File: config.mk
export PLATFORM = sky130hd
export DESIGN_NAME = triangle_classifier
export DESIGN_NICKNAME = d
export VERILOG_FILES = /design/src/rtl/triangle_classifier.sv
export SDC_FILE = /design/constraint.sdc
export NUM_CORES = 1
export LEC_CHECK = 0
export BUFFER_PORTS_ARGS = -buffer_cell sky130_fd_sc_hd__buf_2
export CAP_MARGIN = 20
export CORE_ASPECT_RATIO = 0.8
export CORE_UTILIZATION = 45
export CTS_CLUSTER_DIAMETER = 100
export DETAILED_ROUTE_END_ITERATION = 6
export PLACE_DENSITY_LB_ADDON = 0.3
export SLEW_MARGIN = 30
export SYNTH_ARGS = -nofsm -noshare
export SYNTH_HDL_FRONTEND = slang
export SYNTH_SLANG_ARGS = --single-unit
File: constraint.sdc
create_clock -name clk -period 5.6 [get_ports clk]
set_input_delay 1.68 -clock clk [delete_from_list [all_inputs] [get_ports clk]]
set_output_delay 1.68 -clock clk [all_outputs]
set_load 0.1 [all_outputs]
File: src/rtl/triangle_classifier.sv
// Three-stage valid/ready triangle classifier: sort, arithmetic, classify.
// Reports validity, shape, right-angle flag and perimeter, plus saturating result counters.
module triangle_classifier #(
   parameter int W  = 8,
   parameter int CW = 16
) (
   input  logic              clk,
   input  logic              rst_n,
   input  logic              clr_i,
   input  logic              in_valid_i,
   output logic              in_ready_o,
   input  logic [W-1:0]      a_i,
   input  logic [W-1:0]      b_i,
   input  logic [W-1:0]      c_i,
   output logic              out_valid_o,
   input  logic              out_ready_i,
   output logic              out_o,
   output logic [1:0]        kind_o,
   output logic              right_o,
   output logic [W+1:0]      perim_o,
   output logic [CW-1:0]     cnt_all_o,
   output logic [CW-1:0]     cnt_tri_o
);

   localparam int SW = W + 1;
   localparam int PW = W + 2;
   localparam int QW = 2 * W + 1;
   localparam logic [CW-1:0] CNT_MAX = '1;

   typedef enum logic [1:0] {
      KIND_NONE    = 2'd0,
      KIND_SCALENE = 2'd1,
      KIND_ISO     = 2'd2,
      KIND_EQUI    = 2'd3
   } kind_e;

   logic          en;
   logic          consume;

   // Stage 1: sorted sides and equality flags
   logic [W-1:0]  lo_d, mid_d, hi_d, swap_tmp;
   logic          v1_q;
   logic [W-1:0]  lo_q, mid_q, hi_q;
   logic [2:0]    eq1_q;

   // Stage 2: arithmetic
   logic          v2_q;
   logic [SW-1:0] sum_lm_q;
   logic [PW-1:0] perim2_q;
   logic [QW-1:0] sq_lm_q, sq_h_q;
   logic [W-1:0]  hi2_q;
   logic          any_zero_q;
   logic [2:0]    eq2_q;

   // Stage 3: classification results
   logic          tri_d, right_d;
   kind_e         kind_d;
   logic          out_valid_q, out_q, right_q;
   kind_e         kind_q;
   logic [PW-1:0] perim_q;

   logic [CW-1:0] cnt_all_d, cnt_all_q, cnt_tri_d, cnt_tri_q;

   // One enable freezes every stage together, so nothing in flight can be overwritten.
   assign en      = !out_valid_q || out_ready_i;
   assign consume = out_valid_q && out_ready_i;

   // Three compare-swap steps give lo <= mid <= hi.
   always_comb begin
      // NOTE: every combinational target gets a default before any branch, so no latch is inferred.
      lo_d     = a_i;
      mid_d    = b_i;
      hi_d     = c_i;
      swap_tmp = '0;
      if (lo_d > mid_d) begin swap_tmp = lo_d;  lo_d  = mid_d; mid_d = swap_tmp; end
      if (mid_d > hi_d) begin swap_tmp = mid_d; mid_d = hi_d;  hi_d  = swap_tmp; end
      if (lo_d > mid_d) begin swap_tmp = lo_d;  lo_d  = mid_d; mid_d = swap_tmp; end
   end

   always_ff @(posedge clk or negedge rst_n) begin
      if (!rst_n) begin
         // NOTE: sequential state uses non-blocking assignments so all stages sample the same old values.
         v1_q  <= 1'b0;
         lo_q  <= '0;
         mid_q <= '0;
         hi_q  <= '0;
         eq1_q <= '0;
      end else if (en) begin
         v1_q <= in_valid_i;
         if (in_valid_i) begin
            lo_q  <= lo_d;
            mid_q <= mid_d;
            hi_q  <= hi_d;
            eq1_q <= {a_i == c_i, b_i == c_i, a_i == b_i};
         end
      end
   end

   // Operands are widened before the add/multiply so no term can overflow.
   always_ff @(posedge clk or negedge rst_n) begin
      if (!rst_n) begin
         v2_q       <= 1'b0;
         sum_lm_q   <= '0;
         perim2_q   <= '0;
         sq_lm_q    <= '0;
         sq_h_q     <= '0;
         hi2_q      <= '0;
         any_zero_q <= 1'b0;
         eq2_q      <= '0;
      end else if (en) begin
         v2_q <= v1_q;
         if (v1_q) begin
            sum_lm_q   <= SW'(lo_q) + SW'(mid_q);
            perim2_q   <= PW'(lo_q) + PW'(mid_q) + PW'(hi_q);
            sq_lm_q    <= QW'(lo_q) * QW'(lo_q) + QW'(mid_q) * QW'(mid_q);
            sq_h_q     <= QW'(hi_q) * QW'(hi_q);
            hi2_q      <= hi_q;
            any_zero_q <= (lo_q == '0);
            eq2_q      <= eq1_q;
         end
      end
   end

   always_comb begin
      tri_d   = !any_zero_q && (sum_lm_q > SW'(hi2_q));
      right_d = tri_d && (sq_lm_q == sq_h_q);
      kind_d  = KIND_NONE;
      if (tri_d) begin
         if (eq2_q[0] && eq2_q[1])  kind_d = KIND_EQUI;
         else if (|eq2_q)           kind_d = KIND_ISO;
         else                       kind_d = KIND_SCALENE;
      end
   end

   // Result registers load only with real results; across bubbles they keep the last one.
   always_ff @(posedge clk or negedge rst_n) begin
      if (!rst_n) begin
         out_valid_q <= 1'b0;
         out_q       <= 1'b0;
         kind_q      <= KIND_NONE;
         right_q     <= 1'b0;
         perim_q     <= '0;
      end else if (en) begin
         out_valid_q <= v2_q;
         if (v2_q) begin
            out_q   <= tri_d;
            kind_q  <= kind_d;
            right_q <= right_d;
            perim_q <= perim2_q;
         end
      end
   end

   always_comb begin
      cnt_all_d = cnt_all_q;
      cnt_tri_d = cnt_tri_q;
      if (clr_i) begin
         cnt_all_d = '0;
         cnt_tri_d = '0;
      end else if (consume) begin
         if (cnt_all_q != CNT_MAX)          cnt_all_d = cnt_all_q + 1'b1;
         if (out_q && cnt_tri_q != CNT_MAX) cnt_tri_d = cnt_tri_q + 1'b1;
      end
   end

   always_ff @(posedge clk or negedge rst_n) begin
      if (!rst_n) begin
         cnt_all_q <= '0;
         cnt_tri_q <= '0;
      end else begin
         cnt_all_q <= cnt_all_d;
         cnt_tri_q <= cnt_tri_d;
      end
   end

   assign in_ready_o  = en;
   assign out_valid_o = out_valid_q;
   assign out_o       = out_q;
   assign kind_o      = kind_q;
   assign right_o     = right_q;
   assign perim_o     = perim_q;
   assign cnt_all_o   = cnt_all_q;
   assign cnt_tri_o   = cnt_tri_q;

endmodule

==> summary.txt <==
Layout
  – Most frequent cells in the layout: inv_1 (160), nand2_1 (154), dfrtp_1 (135), buf_4 (132), ha_1 (117)
  – Final #Nets: 1872
  – N_diodes: 0
  – Most common cell after layout, fill and taps aside: inv_1
  – Ratio of cells with drive above 1 in the final layout: 0.213
  – Register area: 0.00343 sq mm
  – Synthesis-to-layout area growth: 20.9%
  – Fill cells: 2530
  – Area of the multi-input gates: 0.00912 sq mm

Timing
  – Final Cycle Share: 0.984
  – Tightest Pin Transition: 0.898 ns
  – Final worst path period need: 5.51 ns
  – Rel. slew slack: 0.399
  – Max Slew Vio Count: 0
  – Unrepaired setup endpoints after global routing: true
  – Max Clk Rate: 181 MHz
  – Worst Hold Slack: 0.472 ns
  – Hold Fails Final Rpt: 0
  – Worst Skew: 0.0123 ns
  – Setup violations, final: 0

Floorplan
  – Die width: 192 um
  – Die H: 154 um
  – Placeable core region: 0.0284 sq mm
  – Initial core utilization: 0.459
  – Rows: 55
  – Die outline area: 0.0296 sq mm
  – # IOs: 77

Global route
  – First-pass GRT wire length: 53900 um
  – Layer with the highest usage: met2
  – GRT Total Usage: 0.229
  – Grt met2 use: 0.348
  – Gr ovfl total: 0
  – Largest net degree at the start of global routing: 110
  – Met1 GRT Util: 0.347
  – Met3 Track Usage GR: 0.0354
  – Antenna violations before repair: 0
  – Number of global-route vias before repair: 10320

Clock tree
  – Root buf cell: clkbuf_16
  – Inserted Clock Buffers: 17
  – Clk_lat worst skew: 0.43 ns
  – Post-CTS Hold Buffers: 0
  – Clock Tree Buf Depth: 2
  – Worst-path clk slew: 0.06 ns
  – CTS sink cnt: 137
  – Htree depth: 4
  – CTS tree: done

Worst setup path
  – Req. time, crit path: 5.93 ns
  – Max FO, Critical Path: 8
  – CP Launch Type: primary input
  – Slowest stage delay, CP: 0.32 ns
  – Crit-path leading delay family: simple AND/OR/NAND/NOR gates
  – Crit path buf inv count: 4
  – CP max stage cell: ha_1
  – Worst path cell trace: buf_2 > inv_4 > ha_4 > and4_4 > buf_4 > a21oi_1 > a22oi_1 > nand3_2 > ha_1 > nor2b_1 > o21a_1 > o21a_1 > o21ai_4 > buf_12 > nor2_2 > or2_2 > ha_1 > nand4_1 > mux2i_2 > a21o_1 > or2_4 > o31ai_1
  – Endpoint type of the worst setup path: flip-flop
  – WP data arrival: 5.85 ns
  – Setup CP Type: primary input to flip-flop

Route
  – Routed vias/inst: 5.44
  – Post-route DRC violation count: 0
  – Iteration-0 DRC count of the detailed router: 759
  – Per-cell routed wire length: 16.7 um
  – Overall routed net length: 33200 um
  – 1st-pass router iterations: 7
  – Remaining antenna violation count: 0
  – Vias: 10801

Yosys
  – Seq/Total Area, Yosys: 0.263
  – Post-Synth Adder-Cell Area: 0.296
  – Post-synthesis compound-gate area fraction: 0.123
  – Largest family of logic cells by synthesized area: adder cells
  – Post-synthesis mux area share: 0.0151
  – Post-Synth Simple-Gate Area: 0.171
  – XOR/XNOR Fraction of Synth Area: 0.0653
  – Synthesized flop and latch total: 137
  – Post-Syn Area: 0.0130 sq mm
  – Primary FF master, synth: dfrtp_1
  – YS warnings: 0
  – Gate Count Post-Synth: 1430
  – Synth cell types: 62
  – EDFF count, synth: 0
  – Post-synth ARST share: 1.00
  – Avg Inst Size Synth: 9.10 sq um

Place
  – GPL Wtd Cong: 0.868
  – Count of input and output buffers: 76
  – Final HPWL DP: 25900 um

Status
  – Status: complete, no violations

Hold path
  – Hold crit path type: flip-flop to flip-flop

Job
  – Max-cap violations: 0
-- tightest hold or removal path, stage by stage (launching register included) --
cell	delay [ns]
dfrtp_1	0.34
nand2_1	0.05
nand2_1	0.05
-- sequential cells by signal, indices dropped and copies added, names as in the netlist, 2 cells and up --
name / cells
perim_o: 10
mid_q: 8
lo_q: 8
cnt_all_o: 16
sq_lm_q: 16
hi_q: 8
eq1_q: 3
eq2_q: 3
perim2_q: 10
cnt_tri_o: 16
sum_lm_q: 9
kind_o: 2
sq_h_q: 14
hi2_q: 8
-- area by class of cell --
class                      count  area share
clock buffer                  17      0.0270
clock inverter                15      0.0132
inverter                     166      0.0406
multi-input combinational   1068       0.580
sequential                   137       0.218
tap                          370      0.0294
timing repair buffer         212      0.0920
-- synthesized netlist by cell type, types with 2 or more instances --
cell type / number / share of area
a31o_2: 4 / 0.0027
nor4b_1: 3 / 0.0020
fa_1: 111 / 0.17
o211ai_1: 11 / 0.0063
mux2_2: 13 / 0.011
a31oi_1: 20 / 0.0096
buf_2: 3 / 0.0012
nor3b_1: 2 / 0.0012
a22o_1: 3 / 0.0020
and2_1: 58 / 0.028
o21ai_0: 89 / 0.034
o221ai_1: 5 / 0.0034
a22oi_1: 13 / 0.0075
clkbuf_1: 54 / 0.016
nor2b_1: 11 / 0.0053
and3_1: 11 / 0.0053
a21o_1: 17 / 0.0098
nand3_1: 31 / 0.012
nand2_1: 157 / 0.045
o22ai_1: 3 / 0.0014
mux2i_1: 5 / 0.0038
and4_1: 6 / 0.0040
or3_1: 6 / 0.0029
inv_1: 166 / 0.048
o31ai_1: 19 / 0.011
o2111ai_1: 2 / 0.0013
a21boi_0: 3 / 0.0017
xor2_1: 32 / 0.022
ha_1: 130 / 0.13
a211oi_1: 7 / 0.0040
nor4_1: 6 / 0.0029
or2_2: 8 / 0.0038
buf_1: 3 / 0.00087
a21oi_1: 44 / 0.017
or4_1: 3 / 0.0017
xnor2_1: 65 / 0.044
nor2_1: 87 / 0.025
nor3_1: 16 / 0.0062
dfrtp_1: 137 / 0.26
o21a_1: 7 / 0.0040
nand4_1: 35 / 0.017
nand2b_1: 4 / 0.0019
-- per-stage QoR --
stage	instances	util	TNS, ns	worst slack (ns)	instance area [sq um]
final	1985	0.555	0	0.0894	15700
after global routing	1985	0.555	-0.435	-0.0667	15700
after CTS	1973	0.545	0	0.0209	15400
after detailed placement	1941	0.522	-7.91	-0.556	14800
after global placement	1941	0.521	-5.70	-0.383	14800
after floorplan	1431	-	-1.49	-0.173	13300
-- final timing paths --
| path | slack, ns | end | depth (start not counted) | startpoint |
|---|---|---|---|---|
| max in group asynchronous | 3.34 | perim_o[1] | 2 | rst_n |
| min in group asynchronous | 1.26 | sq_h_q[6] | 1 | rst_n |
| setup / recovery | 0.09 | lo_q[4] | 22 | b_i[7] |
| setup reg to reg | 0.17 | sq_lm_q[14] | 18 | mid_q[7] |
| hold reg to reg | 0.47 | eq2_q[0] | 2 | eq1_q[0] |
| hold / removal | 0.47 | eq2_q[0] | 2 | eq1_q[0] |
-- logic make-up (layout without fill, tap and decap cells) --
| logic type | Yosys count | after routing |
|---|---|---|
| DFF | 137 | 137 |
| other | 1 | 2 |
| muxes | 18 | 18 |
| xor gates and xnor gates | 97 | 97 |
| buffers and inverters | 226 | 410 |
| AOI/OAI and AO/OA | 258 | 258 |
| adders and majority gates | 241 | 241 |
| and+or+nand+nor | 452 | 452 |
-- per-layer routing --
layer	up-vias	part of all wire	routed length [um]
li1	5153	-	-
met1	5291	0.48	16000
met2	331	0.45	15000
met3	26	0.057	1900
met4	0	0.0082	273
met5	-	0	0
-- timing repair --
item	4_1_cts	5_1_grt
pin swaps	1	26
endpoints found under the setup margin	16	24
resized for setup	4	45
setup buffers	0	12
hold endpoints to repair	0	0
Power is not shown: default switching activity piles up to over one toggle a cycle in this logic, so the estimate is an artifact.
